File: config.mk
export PLATFORM = sky130hd
export DESIGN_NAME = mul
export DESIGN_NICKNAME = d
export VERILOG_FILES = /design/src/rtl/mul.sv
export SDC_FILE = /design/constraint.sdc
export NUM_CORES = 1
export LEC_CHECK = 0
export BUFFER_PORTS_ARGS = -buffer_cell sky130_fd_sc_hd__buf_2
export CORE_MARGIN = 3
export CORE_UTILIZATION = 45
export DETAILED_ROUTE_END_ITERATION = 16
export SLEW_MARGIN = 20
export SYNTH_ARGS = -nofsm -noshare
export SYNTH_HDL_FRONTEND = slang
export SYNTH_SLANG_ARGS = --single-unit
export TNS_END_PERCENT = 50
File: constraint.sdc
create_clock -name clk -period 5.6 [get_ports clk]
set_clock_uncertainty 0.1 [all_clocks]
set_input_delay 0.56 -clock clk [delete_from_list [all_inputs] [get_ports clk]]
set_output_delay 0.56 -clock clk [all_outputs]
set_load 0.005 [all_outputs]
File: src/rtl/mul.sv
// mul: iterative 32x32 integer multiplier for the execute stage.
//
// Shares the divider's issue contract: a single-cycle issue pulse carrying
// operands and a destination register, a registered stall while an operation
// is in flight, and a one-cycle result-valid pulse.
//
// The unsigned product of the operand magnitudes is accumulated two
// multiplier bits per cycle (radix-4). The loop ends as soon as the remaining
// multiplier bits are all zero, so short multipliers finish early. The sign
// is applied once, in the final cycle.
//
// Ports:
//   clk                clock, all state updates on the rising edge
//   rst                synchronous active-high reset
//   mul_en_in          issue pulse, sampled only while idle
//   mul_op             0 = low word of the product, 1 = high word
//   mul_sign           1 = signed operands, 0 = unsigned operands
//   mul_sr0            multiplicand
//   mul_sr1            multiplier
//   mul_addr_in        destination register of the issued operation
//   mul_flush          abort the in-flight operation (blocks issue when idle)
//   mul_en_out         result-valid pulse, one cycle wide
//   stall_because_mul  high while an accepted operation is in flight
//   mul_result         result, meaningful only while mul_en_out is high
//   mul_addr_out       destination register of the delivered result
module mul (
  input  logic        clk,
  input  logic        rst,
  input  logic        mul_en_in,
  input  logic        mul_op,
  input  logic        mul_sign,
  input  logic [31:0] mul_sr0,
  input  logic [31:0] mul_sr1,
  input  logic [4:0]  mul_addr_in,
  input  logic        mul_flush,
  output logic        mul_en_out,
  output logic        stall_because_mul,
  output logic [31:0] mul_result,
  output logic [4:0]  mul_addr_out
);

  typedef enum logic [1:0] {
    StIdle = 2'd0,
    StBusy = 2'd1,
    StFin  = 2'd2
  } state_e;

  state_e      state;

  // Datapath registers. The multiplicand is held at 64 bits because it is
  // shifted left by two every cycle and must not lose bits.
  logic [63:0] mcand;
  logic [31:0] mplier;
  logic [63:0] prod;
  logic        neg;
  logic        op_hi;
  logic [4:0]  addr_lat;

  // Operand magnitudes. 0x80000000 negates to itself, which is the correct
  // magnitude once it is treated as a 32-bit unsigned value.
  logic [31:0] mag0;
  logic [31:0] mag1;
  logic        zero_operand;
  logic        neg_in;

  always_comb begin
    mag0 = mul_sr0;
    mag1 = mul_sr1;
    if (mul_sign && mul_sr0[31]) begin
      mag0 = ~mul_sr0 + 32'd1;
    end
    if (mul_sign && mul_sr1[31]) begin
      mag1 = ~mul_sr1 + 32'd1;
    end
    zero_operand = (mul_sr0 == 32'd0) || (mul_sr1 == 32'd0);
    neg_in       = mul_sign & (mul_sr0[31] ^ mul_sr1[31]);
  end

  // Radix-4 partial product: multiplicand times the low two multiplier bits.
  logic [63:0] partial;
  logic [63:0] prod_next;
  logic        last_step;

  always_comb begin
    partial = 64'd0;
    case (mplier[1:0])
      2'd0: partial = 64'd0;
      2'd1: partial = mcand;
      2'd2: partial = mcand << 1;
      2'd3: partial = mcand + (mcand << 1);
      default: partial = 64'd0;
    endcase
    prod_next = prod + partial;
    // The step being taken now is the last one if nothing is left above it.
    last_step = (mplier[31:2] == 30'd0);
  end

  // Sign-corrected 64-bit product, formed from the completed accumulator.
  logic [63:0] signed_prod;

  always_comb begin
    signed_prod = prod;
    if (neg) begin
      signed_prod = ~prod + 64'd1;
    end
  end

  always_ff @(posedge clk) begin
    if (rst) begin
      state             <= StIdle;
      mcand             <= 64'd0;
      mplier            <= 32'd0;
      prod              <= 64'd0;
      neg               <= 1'b0;
      op_hi             <= 1'b0;
      addr_lat          <= 5'd0;
      mul_en_out        <= 1'b0;
      stall_because_mul <= 1'b0;
      mul_result        <= 32'd0;
      mul_addr_out      <= 5'd0;
    end else begin
      case (state)
        StIdle: begin
          mul_en_out <= 1'b0;
          mul_result <= 32'd0;
          if (mul_flush) begin
            // Flush wins over a same-cycle issue: nothing is accepted.
            stall_because_mul <= 1'b0;
          end else if (mul_en_in) begin
            if (zero_operand) begin
              // Product is trivially zero; answer next cycle without stalling.
              mul_addr_out <= mul_addr_in;
              mul_en_out   <= 1'b1;
            end else begin
              mcand             <= {32'd0, mag0};
              mplier            <= mag1;
              prod              <= 64'd0;
              neg               <= neg_in;
              op_hi             <= mul_op;
              addr_lat          <= mul_addr_in;
              stall_because_mul <= 1'b1;
              state             <= StBusy;
            end
          end
        end

        StBusy: begin
          mul_en_out <= 1'b0;
          if (mul_flush) begin
            stall_because_mul <= 1'b0;
            state             <= StIdle;
          end else begin
            prod   <= prod_next;
            mcand  <= mcand << 2;
            mplier <= mplier >> 2;
            if (last_step) begin
              state <= StFin;
            end
          end
        end

        StFin: begin
          stall_because_mul <= 1'b0;
          state             <= StIdle;
          if (mul_flush) begin
            mul_en_out <= 1'b0;
          end else begin
            mul_result   <= op_hi ? signed_prod[63:32] : signed_prod[31:0];
            mul_addr_out <= addr_lat;
            mul_en_out   <= 1'b1;
          end
        end

        default: begin
          stall_because_mul <= 1'b0;
          mul_en_out        <= 1'b0;
          state             <= StIdle;
        end
      endcase
    end
  end

endmodule

* After elaboration in Yosys (flattened, before gate mapping)
Index checks and enable logic that the tools add are counted. Widths: inputs -> output; s select.
Cells by class: $add $sub $neg 5, equal/unequal tests 15, mux-type cells 43, bitwise logic cells 7, reduce and logical (&&, ||, !) cells 16
Operators by type and width (count):
- $mux 64 | 9
- $mux 32 | 8
- $pmux 64 s2 | 2
- $pmux 64 s4 | 1
- $add 64x64->64 | 2
- $pmux 32 s2 | 2
- $add 32x1->32 const B | 2
- $add 64x1->64 const B | 1
- $logic_not 32->1 | 2
- $not 32->32 | 2
- $not 64->64 | 1
- $logic_not 30->1 | 1
- $mux 5 | 4
- $ne 2x2->1 const B | 7
- $mux 2 | 5
- $pmux 5 s2 | 1
- $reduce_and 5->1 | 2
- $ne 3x3->1 const B | 3
- $mux 1 | 8
- $reduce_and 4->1 | 2
- $eq 2x2->1 const B | 3
- $eq 2x1->1 const B | 2
- $logic_not 2->1 | 2
- $pmux 1 s2 | 2
- 9 further kinds | 12
Word-level totals: register bits 208, input bits 75, output and inout bits 39, logic and storage cells 97

* Logic depth before layout (Yosys ltp)
Gate-level depths: netlist (run 1).
depth in word-level cells 7, gate-level depth with buffers 27, mapped depth without buffers 27

* Worst setup path before layout (run 1)
Ideal clock, no wire load.
path kind reg-to-reg, start reg mcand[1], end reg prod[62], setup time 0.122 ns, data arrival time 5.133 ns, data required time 5.378 ns, path slack 0.244 ns, stages on the path, launching flop included 28, path buffers 0, clock period less this slack 5.356 ns, cell sequence dfxtp_1 ha_1 fa_1 a21o_1 nand4_1 a2111o_1 nand3b_1 a31oi_1 o21ai_0 a31oi_1 o21ai_0 a31oi_1 o21ai_0 xnor2_1 o21ai_0 ha_1 a21oi_1 o21bai_1 a21o_1 a21oi_1 o21ai_0 nand2_1 a21oi_1 o41ai_1 a21oi_1 o21ai_0 mux2i_1 nand3_1
On the way: longest elaborated chain between the ends 5
RTL lines:
- start, declared | line 52 | logic [63:0] mcand;
- start signal, assigned | line 135 | mcand <= {32'd0, mag0};
- start signal, assigned | line 154 | mcand <= mcand << 2;
- $add 64x64->64 | line 90 | 2'd3: partial = mcand + (mcand << 1);
- $pmux 64 s4 * | line 86 | case (mplier[1:0])
- $add 64x64->64 * | line 93 | prod_next = prod + partial;
- $mux 64 * | line 149 | if (mul_flush) begin
- $pmux 64 s2 * | line 122 | case (state)
- end signal, assigned | line 153 | prod <= prod_next;
- end, declared | line 54 | logic [63:0] prod;
Every way passes the cells marked *; elsewhere a longest branch is shown, timed or not. The select of a mux whose other input is x is not followed. A chain may end at the register's enable or synchronous reset.

* Worst setup path in the final report (run 1)
start reg mcand[1], end reg prod[56]
The elaborated chain is that of the path after synthesis.

==> results of run 1 <==
stage by stage:
step | util, % | TNS [ns] | std cells | total power [mW]
after detailed placement | 51.92 | -1.091 | 3242 | 2.219
after global routing | 55.18 | -0.8873 | 3296 | 4.165
after floorplan | - | 0 | 2540 | 1.982
final | 55.18 | 0 | 3296 | 3.986
after global placement | 51.92 | -0.2846 | 3242 | 2.209
after CTS | 54.35 | -0.008659 | 3288 | 4.011
worst reg2reg max path, delay by kind of cell, from the launching register on:
family / cells / cell delay, ns
muxes: 1 / 0.21
buffers and inverters: 3 / 0.42
AOI/OAI and AO/OA: 17 / 2.93
adders and majority gates: 3 / 0.85
DFF: 1 / 0.36
and+or+nand+nor: 4 / 0.42
Yosys cell counts, types with 9 or more instances:
master / number / share of area (%)
a211oi_1: 75 / 3.0
a21o_1: 90 / 3.6
a21oi_1: 264 / 7.1
a22o_1: 9 / 0.43
a22oi_1: 60 / 2.4
a31oi_1: 22 / 0.74
and2_1: 10 / 0.34
and3_1: 20 / 0.68
buf_1: 14 / 0.28
clkbuf_1: 135 / 2.7
dfxtp_1: 208 / 22
ha_1: 128 / 8.6
inv_1: 52 / 1.1
mux2i_1: 55 / 3.0
nand2_1: 238 / 4.8
nand2b_1: 15 / 0.51
nand3_1: 42 / 1.1
nand4_1: 37 / 1.2
nor2_1: 312 / 6.3
nor2b_1: 13 / 0.44
nor3_1: 41 / 1.1
nor4_1: 18 / 0.61
o211ai_1: 13 / 0.53
o21a_1: 14 / 0.57
o21ai_0: 206 / 5.6
o21bai_1: 26 / 1.1
o31ai_1: 33 / 1.3
o41ai_1: 20 / 0.95
or2_2: 11 / 0.37
or3_1: 23 / 0.78
or4_1: 14 / 0.57
xnor2_1: 124 / 5.9
xor2_1: 98 / 4.6
flip-flops by register name (all words and copies together) (netlist names):
signal / cells
mul_result: 32
state: 2
neg: 1
op_hi: 1
prod: 64
mplier: 32
mcand: 64
mul_en_out: 1
stall_because_mul: 1
addr_lat: 5
mul_addr_out: 5
timing repair:
item / in CTS / in global routing
resized for setup: 17 / 79
setup buffers: 1 / 8
endpoints found under the setup margin: 12 / 21
pin swaps: 1 / 43
hold endpoints to repair: 0 / 0
where the power goes:
group          total [mW]  internal (mW)  switching [mW]
registers            1.57           1.52          0.0474
clock network        1.78           1.11           0.663
logic               0.643          0.261           0.382
total                3.99           2.89            1.09
final cells by class:
type | instances | area share (%)
inverters | 52 | 0.8802
multi-input cells | 2125 | 62.77
flip-flops and latches | 208 | 18.87
clock inverters | 14 | 0.9422
clock buffers | 31 | 3.148
repair buffers | 341 | 10.43
well taps | 525 | 2.962
kinds of logic after synthesis:
group	synth area share, %
AOI/OAI and AO/OA	30.64
xor gates and xnor gates	10.50
adders and majority gates	8.864
buffers and inverters	4.236
DFF	22.48
muxes	3.034
and+or+nand+nor	20.24
layer usage:
metal  vias to the layer above  GRT usage [%]
li1                       9712              -
met1                      9040          34.94
met2                       426          44.78
met3                        91          2.297
met4                         2          5.982
met5                         -              0
path summary, 6_finish.rpt:
kind                                     start              to  slack (ns)
worst min register to register  mul_result[23]  mul_result[23]        0.34
worst max-delay path                  mcand[1]        prod[56]        0.20
worst max register to register        mcand[1]        prod[56]        0.20
worst min-delay path                    mul_op           op_hi        0.17
layout by cell type (no fill, tap or decap), types with 38 or more instances in the layout:
master    synthesis  layout
buf_4             0     225
nand3_1          42      42
a21o_1           90      89
nand2_1         238     236
ha_1            128     124
mux2i_1          55      55
a211oi_1         75      71
a21oi_1         264     249
nor3_1           41      38
buf_2             6     112
nor2_1          312     309
a22oi_1          60      60
inv_1            52      52
xnor2_1         124     122
o21ai_0         206     180
xor2_1           98      98
dfxtp_1         208     195
==> summary.txt, run 1 <==
Synth
  • Sequential area share after synthesis: approximately 22%
  • YS warnings: 0
  • Unique masters post-synth: between 70 and 80
  • Gate Count Post-Synth: about 2500
  • Synthesized net count: between 2000 and 3000
  • Seq cells post-synth: around 210
  • Synthesized area: 0.01852 sq mm
  • Top_reg_cell synth: dfxtp_1
  • Average size of a mapped cell: 7.291 sq um
  • Post-synth EDFFs: 0
  • Async SR Flop Fraction: 0%

STA
  • Maximum clock frequency: 185.2 MHz
  • RSZ-0062 raised after global routing: yes
  • Final Max Tran Viols: 0
  • Worst setup margin: between 0.2 and 0.25 ns
  • Slew headroom: about a third
  • Setup-failing EPs final: 0
  • Period minus WS final: approximately 5.4 ns
  • Worst-Margin Slew: between 1 and 1.5 ns
  • Hold Slack: between 0.15 and 0.2 ns
  • Final Hold Fails: 0
  • Final period util: 96.42%

Routing
  • Drt pass-1 iters: 6
  • Routed WL: about 59000 um
  • Via count: about 19000
  • DR iter-0 viols: around 1500
  • Post-route ant nets: 0
  • WL met1: ~27000 um
  • Met2 wire length: about 29000 um
  • WL per Instance: between 15 and 20 um
  • DR WL met3: 2420 um
  • DRC viols: 0
  • Vias per cell: ~6
  • Top sig layer: met5

Clocking
  • Worst-case clock buffer depth: 3
  • Worst-path clk slew: 0.06 ns
  • H-tree levels: 1
  • Worst skew pair latency: 0.54 ns
  • Clock Sink Count: 208
  • CTS tree: built
  • CTS root buf: clkbuf_16
  • CTS Hold Bufs: 0
  • Cts bufs inserted: 25

Die
  • Die H: 208.9 um
  • Core footprint: ~0.04 sq mm
  • Die extent in x: around 210 um
  • Rows: 73
  • Die footprint: approximately 0.044 sq mm
  • IO Count: roughly 110
  • Initial Utilization: about 46%

Layout
  • Fillers: ~4000
  • N_diodes: 0
  • Fin area: about 0.022 sq mm
  • Area of the multi-input gates: ~0.014 sq mm
  • Layout area overhead: 19.75%
  • Reg area: 0.004185 sq mm
  • NumNets Final: slightly below 3000
  • Ratio of cells with drive above 1 in the final layout: approximately 17%

GRT
  • Grt ovf: 0
  • Largest net degree at the start of global routing: 88
  • Initial antenna violation count: 1
  • Total Routing Usage GR: about a quarter
  • Vias in the first global route: between 15000 and 20000
  • Global-route wire length before repair: about 95000 um

Job
  • MaxCap Viol Count: 0

Place
  • Post-DP Area: ~0.021 sq mm
  • Pre-CTS setup slack: -0.2193 ns
  • Post-DP HPWL: between 40000 and 50000 um
  • PortBufs: between 100 and 150
  • GPL Wtd Cong: roughly 0.96

Setup path
  • Setup crit end kind: flop
  • Worst EP required: just under 6 ns
  • Worst-path fanout max: 4
  • CP Class: reg -> reg
  • CP most frequent cell: a21o_1
  • CP bufs+invs: 3
  • R2R cell count: 28
  • CP Depth: 28
  • CP max-delay cell: fa_2
  • Top delay family on crit path: compound AO/OA/AOI/OAI gates
  • Crit-path max cell delay: between 0.3 and 0.4 ns
  • Worst setup SP type: flop
  • WP data arrival: ~5.7 ns

Pwr
  • Power per Cell Area: 179.7 mW/mm^2
  • Worst vdd ir: ~0.00021 V
  • Lkg Pwr: between 9 and 10 nW

Min path
  • Hold path cells: 3
  • Min-Delay Path Class: in -> reg

Status
  • Status: finished, final reports clean
No activity file was read; power rests on OpenSTA's default activity.
==> run 2, diff against run 1 <==
- PLACE_DENSITY_LB_ADDON: default -> 0.3
- SLEW_MARGIN: 20 -> 5
==> run 2 against run 1 <==
- worst setup slack improved by 0.022 ns
- combinational power fell by 3%
- largest power group unchanged
- sequential share of layout area is 0.24 points higher
- clock-buffer cell count increased by 2
- non-clock buffer count fell by 34
- wire length shrank 2.7%
- maximum frequency increased by 0.41%
- clock power barely moved
- cell count is 1.0% lower
- hold slack worse by 0.030 ns
==> summary.txt, run 2 (synthesis gave the netlist of run 1 again) <==
GRT
  • Global-route wire length before repair: 91830 um (-2.9%)
  • GRT met2 Usage: 41.06% (-3.7 points)
  • Total Routing Usage GR: 24.89% (-0.96 points)
  • Vias in the first global route: 17640 (-1.8%)
  • Largest net degree at the start of global routing: 147 (+67%)
  • Initial antenna violation count: 0 (-1)
  • GRT met3 Usage: 2.417% (+0.12 points)
  • Grt ovf: 0 (unchanged)
  • Most crowded layer after global routing: met2
  • Met1 Resource Use GR: 34.84% (-0.094 points)

Layout
  • Commonest non-fill, non-tap cells in the layout: 308 x nor2_1, 247 x a21oi_1, 237 x nand2_1, 193 x buf_4, 191 x dfxtp_1
  • Ratio of cells with drive above 1 in the final layout: 16.62% (-0.74 points)
  • N_diodes: 0 (unchanged)
  • Fillers: 3896 (-2.0%)
  • Largest regs: mcand x64, prod x64
  • Layout area overhead: 18.44%
  • NumNets Final: 2924 (-1.1%)
  • Most common cell after layout, fill and taps aside: nor2_1
  • Fin area: 0.02193 sq mm (-1.1%)

Routing
  • Via count: 19290 (+0.093%)
  • DRC viols: 0 (unchanged)
  • Drt pass-1 iters: 5 (-1)
  • DR iter-0 viols: 1449 (-0.069%)
  • Routed WL: 57840 um (-2.7%)
  • WL per Instance: 17.73 um (-1.7%)
  • Post-route ant nets: 0 (unchanged)
  • Vias per cell: 5.911 (+1.1%)

Pwr
  • Power per Cell Area: 180.5 mW/mm^2 (+0.40%)
  • Worst vdd ir: 0.0002509 V (+19%)
  • Lkg Pwr: 9.776 nW (-2.0%)

Setup path
  • Setup crit end kind: flop
  • CP max-delay cell: a2111o_1
  • CP most frequent cell: a21o_1
  • R2R cell count: 26 (-7.1%)
  • Crit-path max cell delay: 0.45 ns (+0.06 ns)
  • Worst-path fanout max: 4 (unchanged)
  • Worst setup SP type: flop
  • Critical path endpoint: prod[63]
  • WP data arrival: 5.73 ns (about the same)
  • CP Class: reg -> reg
  • Worst EP required: 5.95 ns (about the same)
  • FF-to-FF setup slack: 0.22 ns (+0.02 ns)
  • Worst setup startpoint: mcand[2]
  • Reg-to-Reg Start: mcand[2]
  • CP Depth: 26 (-7.1%)
  • CP bufs+invs: 1 (-2)
  • Top delay family on crit path: compound AO/OA/AOI/OAI gates
  • Reg-to-reg endpoint: prod[63]

Clocking
  • CTS Hold Bufs: 0 (unchanged)
  • Worst skew pair latency: 0.56 ns (+0.02 ns)
  • H-tree levels: 1 (unchanged)
  • Clock Sink Count: 208 (unchanged)
  • Cts bufs inserted: 25 (unchanged)
  • CTS tree: built
  • CTS root buf: clkbuf_16
  • Worst-case clock buffer depth: 3 (unchanged)
  • Worst-path clk slew: 0.06 ns (about the same)

Die
  • IO Count: 114 (unchanged)
  • Rows: 73 (unchanged)
  • Die footprint: 0.04362 sq mm (unchanged)
  • Die extent in x: 208.9 um (unchanged)
  • Die H: 208.9 um (unchanged)
  • Core footprint: 0.04019 sq mm (unchanged)
  • Initial Utilization: 46.08% (unchanged)

STA
  • Worst-Margin Slew: 1.169 ns (+0.1657 ns)
  • Maximum clock frequency: 186.0 MHz (+0.41%)
  • Final period util: 96.03% (-0.39 points)
  • Final Hold Fails: 0 (unchanged)
  • RSZ-0062 raised after global routing: yes
  • Final Max Tran Viols: 0 (unchanged)
  • Worst setup margin: 0.2222 ns (+0.02197 ns)
  • Period minus WS final: 5.378 ns (-0.02196 ns)
  • Setup-failing EPs final: 0 (unchanged)
  • Slew headroom: 22.07% (-11 points)

Place
  • Post-DP HPWL: 44730 um (-4.5%)
  • PortBufs: 113 (unchanged)
  • Pre-CTS setup slack: -0.2833 ns (-0.06398 ns)
  • GPL Wtd Cong: 0.9874 (+3.2%)
  • Post-DP Area: 0.02055 sq mm (-1.5%)

Status
  • Status: finished, final reports clean

Min path
  • Min-Delay Path Class: in -> reg

Job
  • MaxCap Viol Count: 0 (unchanged)
run 2: cell count changes in the layout (fill, tap and decap cells not counted), moves of 3 or more:
cell,change
a31oi_2,-3
buf_4,-32
dfxtp_1,-4
dfxtp_2,+3
o21ai_0,+4
o21ai_1,-6
run 2: layout make-up:
class / instances / area (sq um) / share of cell area, %
tap: 525 / 656.9 / 2.995
inverter: 52 / 195.2 / 0.8899
clock buffer: 33 / 715.7 / 3.263
sequential: 208 / 4193 / 19.11
multi-input combinational: 2125 / 13950 / 63.60
clock inverter: 13 / 183.9 / 0.8385
timing repair buffer: 307 / 2041 / 9.304
run 2: metrics by stage:
step / setup TNS (ns) / instances / hold slack [ns] / total power, mW / utilization [%]
after CTS: 0 / 3252 / 0.1067 / 3.981 / 53.62
after global placement: -0.6045 / 3202 / 0.3343 / 2.187 / 51.13
after global routing: -0.2932 / 3263 / 0.1465 / 4.126 / 54.58
final: 0 / 3263 / 0.1362 / 3.958 / 54.58
after floorplan: 0 / 2540 / 0.3425 / 1.982 / -
after detailed placement: -1.219 / 3202 / 0.3404 / 2.199 / 51.13
run 2: timing repair:
action | 4_1_cts | 5_1_grt
hold endpoints to repair | 0 | 0
pin swaps | 4 | 42
resized for setup | 21 | 83
cloned | 0 | 0
setup buffers | 4 | 11
setup endpoints to repair | 10 | 21
run 2: power by group:
group          leakage (nW)  internal [mW]  total (mW)  switching, mW
registers              1.69           1.52        1.57         0.0496
logic                  7.65          0.248       0.625          0.377
clock network         0.436           1.09        1.77          0.681
total                  9.78           2.85        3.96           1.11
run 2: layer usage:
| metal | vias up | part of all wire [%] | routed length (um) |
|---|---|---|---|
| li1 | 9628 | - | - |
| met1 | 9081 | 47 | 26930 |
| met2 | 485 | 46 | 26420 |
| met3 | 95 | 4.9 | 2808 |
| met4 | 0 | 2.9 | 1670 |
| met5 | - | 0 | 0 |
run 2: worst min-delay path by stage:
stage | endpoint | from | cells past startpoint
after detailed placement | mul_result[15] | mul_result[15] | 2
after global placement | mul_result[20] | mul_result[20] | 2
final | op_hi | mul_op | 3
after floorplan | mul_result[13] | mul_result[13] | 2
after CTS | op_hi | mul_op | 3
after global routing | op_hi | mul_op | 3
run 2: worst reg2reg max path, cell delays in order, from the launching register on:
cell      delay [ns]
dfxtp_4         0.36
ha_4            0.26
buf_4           0.11
a21o_1          0.13
nand4_1         0.11
a2111o_1        0.45
nand3b_1        0.18
a21o_1          0.18
a21oi_4         0.07
o31ai_4         0.21
a32oi_2         0.17
a21oi_2         0.19
xnor2_1         0.13
o21ai_0         0.10
ha_1            0.32
a21o_1          0.17
a21oi_1         0.24
o21a_1          0.17
and3_1          0.14
o21ai_1         0.13
a31o_2          0.28
nand2_2         0.11
o21ai_2         0.08
o41a_1          0.34
and3_4          0.20
o21ai_1         0.11
a21bo_2         0.23
==> run 3, diff against run 2 <==
- REMOVE_ABC_BUFFERS: default -> 1
==> run 3 against run 2 <==
- non-clock buffer count down 23
- sequential share of layout area rose by 0.12 points
- clock-buffer cell count unchanged
- largest power group unchanged
- sequential power about the same
- global-route usage up 0.54 points
- clock power increased by 5%
==> summary.txt, run 3 (synthesis gave the netlist of run 1 again) <==
STA
  • Slew headroom: 22.90% (+0.84 points)
  • Period minus WS final: 5.387 ns (+0.008994 ns)
  • Final period util: 96.19% (+0.16 points)
  • Worst-Margin Slew: 1.156 ns (-0.01256 ns)
  • Setup tns final: 0 ns (unchanged)
  • Setup-failing EPs final: 0 (unchanged)
  • Final Hold Fails: 0 (unchanged)
  • Final Max Tran Viols: 0 (unchanged)
  • Maximum clock frequency: 185.6 MHz (-0.17%)

Routing
  • Drt pass-1 iters: 5 (unchanged)
  • WL per Instance: 18.12 um (+2.2%)
  • Via count: 19360 (+0.37%)
  • Post-route ant nets: 0 (unchanged)
  • Vias per cell: 5.975 (+1.1%)
  • DR iter-0 viols: 1445 (-0.28%)
  • DRC viols: 0 (unchanged)
  • Routed WL: 58720 um (+1.5%)

Pwr
  • Power consumption: 4.039 mW (+2.0%)
  • Power per Cell Area: 185.6 mW/mm^2 (+2.9%)
  • Lkg Pwr: 9.660 nW (-1.2%)
  • Worst vdd ir: 0.0001892 V (-25%)

GRT
  • Grt ovf: 0 (unchanged)
  • Vias in the first global route: 17620 (-0.12%)
  • Global-route wire length before repair: 92960 um (+1.2%)
  • Total Routing Usage GR: 25.43% (+0.54 points)
  • Initial antenna violation count: 0 (unchanged)
  • Largest net degree at the start of global routing: 110 (-25%)

Setup path
  • Worst-path fanout max: 5 (+1)
  • FF-to-FF setup slack: 0.21 ns (about the same)
  • Worst EP required: 5.95 ns (about the same)
  • Worst setup startpoint: mcand[11]
  • WP data arrival: 5.74 ns (about the same)
  • Reg-to-reg endpoint: prod[63]
  • Reg-to-Reg Start: mcand[11]
  • Setup crit end kind: flop
  • Worst setup SP type: flop
  • Critical path endpoint: prod[63]
  • CP Class: reg -> reg
  • R2R cell count: 26 (unchanged)

Die
  • Initial Utilization: 46.08% (unchanged)
  • Die extent in x: 208.9 um (unchanged)
  • Core footprint: 0.04019 sq mm (unchanged)
  • IO Count: 114 (unchanged)
  • Die footprint: 0.04362 sq mm (unchanged)
  • Die H: 208.9 um (unchanged)
  • Rows: 73 (unchanged)

Layout
  • Commonest non-fill, non-tap cells in the layout: 309 x nor2_1, 247 x a21oi_1, 237 x nand2_1, 193 x dfxtp_1, 182 x o21ai_0
  • N_diodes: 0 (unchanged)
  • Largest regs: mcand x64, prod x64
  • Most common cell after layout, fill and taps aside: nor2_1
  • NumNets Final: 2903 (-0.72%)
  • Ratio of cells with drive above 1 in the final layout: 15.69% (-0.93 points)
  • Final Util: 54.13% (-0.45 points)
  • Layout area overhead: 17.48%

Clocking
  • Cts bufs inserted: 27 (+8.0%)
  • Clock Sink Count: 208 (unchanged)
  • Worst-path clk slew: 0.06 ns (about the same)
  • CTS root buf: clkbuf_16
  • CTS Hold Bufs: 0 (unchanged)
  • CTS tree: built
  • Worst-case clock buffer depth: 3 (unchanged)
  • H-tree levels: 1 (unchanged)
  • Worst skew pair latency: 0.56 ns (about the same)

Job
  • MaxCap Viol Count: 0 (unchanged)

Place
  • Post-DP HPWL: 45250 um (+1.2%)
  • PortBufs: 113 (unchanged)
  • GPL Wtd Cong: 0.9471 (-4.1%)

Status
  • Status: finished, final reports clean

Min path
  • Min-Delay Path Class: in -> reg
run 3: changes by cell type in the layout (fill, tap and decap cells not counted), moves of 3 or more:
| cell | delta |
|---|---|
| buf_4 | -23 |
| o21ai_1 | +5 |
| ha_1 | -5 |
| inv_6 | -3 |
| clkbuf_8 | -4 |
| clkinv_4 | +4 |
| ha_2 | +5 |
run 3: report_power, final:
group / leakage [nW] / internal, mW / switching [mW] / total [mW]
Combinational: 7.52 / 0.241 / 0.383 / 0.624
Sequential: 1.69 / 1.52 / 0.0498 / 1.57
Clock: 0.447 / 1.14 / 0.709 / 1.85
run 3: worst min path at each step:
stage,from,end,slack (ns),cells past startpoint
floorplan,mul_result[13],mul_result[13],0.34,2
global placement,mul_result[12],mul_result[12],0.33,2
detailed placement,mul_result[20],mul_result[20],0.34,2
CTS,mul_op,op_hi,0.11,3
global route,mul_op,op_hi,0.15,3
finish,mul_op,op_hi,0.14,3
run 3: layout make-up:
class | count | area (sq um)
fillers | 3885 | 18430
clock buffers | 33 | 718.2
flip-flops and latches | 208 | 4185
clock inverters | 13 | 210.2
repair buffers | 284 | 1877
well taps | 525 | 656.9
inverters | 52 | 195.2
multi-input cells | 2125 | 13910
run 3: layer usage:
metal	vias to the layer above	global-route usage, %	wire, um
li1	9636	-	-
met1	8999	37.75	27920
met2	637	39.10	25170
met3	88	2.882	4153
met4	0	6.628	1478
met5	-	0	0
run 3: timing repair:
item	4_1_cts	5_1_grt
buffers inserted	4	9
resized for setup	17	81
pin swaps	6	35
setup endpoints to repair	14	25
endpoints found under the hold margin	0	0
run 3: worst max-delay path, cell delays in order, from the launching register on:
cell	delay (ns)
dfxtp_1	0.38
ha_2	0.33
a21oi_1	0.15
nand2_1	0.08
a211oi_2	0.33
a21oi_2	0.11
nor3_2	0.24
o31ai_2	0.12
a41oi_2	0.20
o21ai_0	0.13
a21o_1	0.20
a21oi_2	0.17
mux2i_1	0.22
nand2_1	0.11
ha_1	0.30
buf_4	0.15
and2_1	0.16
nand3_1	0.17
o21a_1	0.16
o211ai_1	0.10
a31o_2	0.26
nand2_4	0.10
o21ai_1	0.09
o41a_1	0.34
and3_1	0.21
o21ai_0	0.12
a21bo_2	0.23
run 3: per-stage QoR:
step                cell area, sq um  hold slack (ns)  instances  setup WS, ns
global placement               20400           0.3312       3181       -0.1562
finish                         21760           0.1406       3240        0.2132
global route                   21760           0.1458       3240      -0.08509
detailed placement             20400           0.3371       3181       -0.2586
CTS                            21420           0.1108       3231       0.01480
floorplan                      17930           0.3425       2385        -1.830
